$ cat config.mk
export PLATFORM = sky130hd
export DESIGN_NAME = niosii_system_sysid_timeout
export DESIGN_NICKNAME = d
export VERILOG_FILES = /design/src/rtl/niosii_system_sysid_timeout.sv
export SDC_FILE = /design/constraint.sdc
export NUM_CORES = 1
export LEC_CHECK = 0
export ABC_CLOCK_PERIOD_IN_PS = 1900
export CAP_MARGIN = 15
export CORE_AREA = 2 2 39 41
export DETAILED_ROUTE_END_ITERATION = 8
export DIE_AREA = 0 0 41 43
export GPL_ROUTABILITY_DRIVEN = 0
export GPL_TIMING_DRIVEN = 0
export PLACE_DENSITY = 0.61
export SLEW_MARGIN = 25
export SYNTH_ARGS = -nofsm -noshare
export SYNTH_HDL_FRONTEND = slang
export SYNTH_SLANG_ARGS = --single-unit
$ cat constraint.sdc
create_clock -name clock -period 1.9 [get_ports clock]
set_input_delay 0.475 -clock clock [delete_from_list [all_inputs] [get_ports clock]]
set_output_delay 0.475 -clock clock [all_outputs]
set_load 0.05 [all_outputs]
$ cat src/rtl/niosii_system_sysid_timeout.sv
// Per-read watchdog: loadable down-counter.
// Ports: clock, reset_n (sync, low), load, en -> expire.
module niosii_system_sysid_timeout #(
  parameter int unsigned TIMEOUT_CYC = 256
) (
  input  logic clock,
  input  logic reset_n,
  input  logic load,
  input  logic en,
  output logic expire
);

  localparam int unsigned CW = $clog2(TIMEOUT_CYC);
  // Loaded value expires so the abort edge is the one on
  // which an up-count from 0 would reach TIMEOUT_CYC-1.
  localparam logic [CW-1:0] LOAD_VAL = CW'(TIMEOUT_CYC - 2);

  logic [CW-1:0] cnt_q;
  logic [CW-1:0] cnt_d;

  always_comb begin
    cnt_d = cnt_q;
    if (load)
      cnt_d = LOAD_VAL;
    else if (en && (cnt_q != '0))
      cnt_d = cnt_q - 1'b1;
  end

  always_ff @(posedge clock) begin
    if (!reset_n)
      cnt_q <= '0;
    else
      cnt_q <= cnt_d;
  end

  assign expire = (cnt_q == '0);

endmodule

==> results.yml <==
run_status:
  run_status: "finished, violations left"
  violations: "setup timing"
yosys:
  ys_warn_count: 0
  async_reset_ff_frac: 0
  post_synth_mux_area_share: 0.0451
  postSynthCellCount: 47
  synth-seq-cells: 8
  synth-edff-count: 0
  synth_fa_ha_area_frac: 0.0531
  synthDistinctLibCells: 27
  synth_ff_type: "dfxtp_1"
  synth_top_family_by_area: "compound AO/OA/AOI/OAI gates"
  postSynthNetCount: 53
  ys_seq_area_frac: 0.340
  synth_compound_gate_area_share: 0.257
  synth_area_sq_um: 472
  synth_area_per_cell_sq_um: 10.0
  yosys.area_share.xor_xnor: 0.0557
  synth_simple_gate_area_frac: 0.218
floorplan:
  io_pins: 5
  die_height_microns: 43
  std_cell_rows: 14
  initial_utilization: 0.341
  die_area_sq_mm: 0.00176
  core_region_area_sq_mm: 0.00138
  die_w_microns: 41
power:
  vdd_drop_max_mv: 0.411
  power_leakage_uw: 0.000251
  powerDensity_mw_per_mm2: 722
clock_network:
  ctsHoldBuffers: 0
  cts_tree: "yes"
  clock-root-buffer: "clkbuf_4"
  worstSkewPairLatency_ns: 0.26
  cts-buffers-inserted: 3
  cts-root-to-sink-buffers: 2
  worst_setup_hold_path_clk_slew_ns: 0.06
  h-tree-depth: 1
  cts.sink_count: 8
worst_setup_path:
  worstPathRequired_ns: 1.42
  r2r-start: "cnt_q[4]"
  rr_worst_depth: 5
  critPathCapture: "expire"
  worst_setup_path_end_kind: "output pin"
  critical_path.max_fanout: 2
  crit_arrival_ns: 1.46
  ff2ff_setup_slack_ns: 0.09
  critical_path.reg2reg.endpoint: "cnt_q[7]"
  startpoint: "cnt_q[0]"
  criticalPathCategory: "register to output pin"
  timing.critical_path.from_type: "register"
finish:
  diodes: 0
  fill_count: 132
  fin_area_sq_um: 638
  most_common_cell_after_layout_fill_and_taps_aside: "buf_4"
  post_route_cells_drive_above_1_share: 0.475
  syn_to_final_growth_pct: 35.3
  num-nets-final: 69
  top_register: "cnt_q"
  mostFrequentLayoutCells: "buf_4 (8), o21a_1 (6), dfxtp_2 (4), dfxtp_1 (4), clkbuf_4 (3)"
  largest_register_ffs: 8
  seqCellArea_sq_um: 165
  layout_top_registers: "cnt_q x8"
  multi_input_area_sq_um: 322
global_route:
  grt_pass1_wl_mm: 1.59
  grt_pass1_vias: 357
  antenna_found_initial: 0
  overflow: 0
  groute.usage.overall: 0.150
  grt_max_degree: 9
routing:
  drt_drc_violations_left: 0
  wl_per_cell_microns: 12.3
  drt-initial-drc-count: 1
  1st_pass_router_iterations: 2
  route.final.wire_length_microns: 948
  antenna_left: 0
  detail_route.vias_per_cell: 5.13
  detailroute.via_count: 395
min_path:
  worstHoldPathType: "register to register"
sta:
  timing.final.max_slew_violations: 0
  clock_skew_ns: 0.00273
  setup_viol: 1
  grt_setup_unrepaired: "yes"
  min_period_ns: 1.94
  max_freq_mhz: 516
  hold_violations: 0
  post-route-worst-setup-slack_ns: -0.0386
  tightest_slew_ns: 0.390
  finalCritPeriodShare: 1.02
  max_slew_margin: 0.740
placement:
  postPlaceCellArea_sq_um: 529
  place.port_buffers: 3
  dpl_worst_slack_ns: -0.662
  hpwlAfterDp_microns: 605
job:
  timing.max_cap.violations: 0
-- timing repair --
item / in CTS / in global routing
endpoints found under the hold margin: 0 / 0
pin swaps: 3 / 3
gates resized for setup: 13 / 5
gates cloned: 0 / 0
endpoints found under the setup margin: 2 / 3
setup buffers: 6 / 2
-- layer usage --
layer / wire, microns / track usage
met2: 454 / 0.203
met4: 54 / 0.160
met3: 37 / 0.0471
met5: 0 / 0
met1: 401 / 0.165
-- worst max-delay path, stage by stage (launching register included) --
cell and delay, ns:
dfxtp_2 0.32, inv_2 0.07, ha_4 0.13, or3b_4 0.39, nor2_4 0.11, buf_6 0.16
-- final cells by class --
cell class / instances / share of cell area
inverter: 3 / 0.0176
timing repair buffer: 11 / 0.147
tap: 16 / 0.0314
multi-input combinational: 35 / 0.504
clock buffer: 3 / 0.0353
sequential: 8 / 0.259
buffer: 1 / 0.00588
-- where the power goes --
part	switching, uW	total, uW	internal, uW	leakage [uW]
sequential	16.2	200	184	0.0000678
combinational	56.4	125	68.1	0.000169
clock	63.1	136	72.6	0.0000138
total	136	461	325	0.000251
-- cell usage after synthesis, types with 2 or more instances --
cell type  instances  area [sq um]
a211oi_1           2          15.0
dfxtp_1            8           160
ha_1               2          25.0
inv_1              3          11.3
nor2_1             2          7.51
nor4_1             2          12.5
o21a_1             6          45.0
o31a_1             2          17.5
xor2_1             2          17.5
-- kinds of logic (layout without fill, tap and decap cells) --
group	Yosys count	after routing
AO/OA/AOI/OAI	14	14
AND/OR/NAND/NOR	14	14
flip-flops	8	8
buffers and inverters	4	18
XOR/XNOR	3	3
adder cells (fa/ha/maj)	2	2
multiplexers	2	2
-- how the worst min path moves through the flow --
stage	depth (start not counted)	startpoint	slack (ns)	end
floorplan	2	cnt_q[5]	0.59	cnt_q[5]
global placement	2	cnt_q[4]	0.61	cnt_q[4]
detailed placement	2	cnt_q[4]	0.61	cnt_q[4]
CTS	2	cnt_q[4]	0.63	cnt_q[4]
global route	2	cnt_q[4]	0.64	cnt_q[4]
finish	2	cnt_q[4]	0.60	cnt_q[4]
-- stage by stage --
| stage | utilization | total power, uW | hold slack (ns) | TNS, ns | instances |
|---|---|---|---|---|---|
| after global placement | 0.382 | 296 | 0.609 | -1.29 | 66 |
| after detailed placement | 0.382 | 298 | 0.608 | -1.31 | 66 |
| final | 0.461 | 461 | 0.603 | -0.0386 | 77 |
| after floorplan | - | 275 | 0.586 | 0 | 47 |
| after global routing | 0.461 | 488 | 0.642 | -0.0819 | 77 |
| after CTS | 0.444 | 455 | 0.626 | -0.0669 | 75 |
Note: power is estimated with default switching activity, not from simulation.
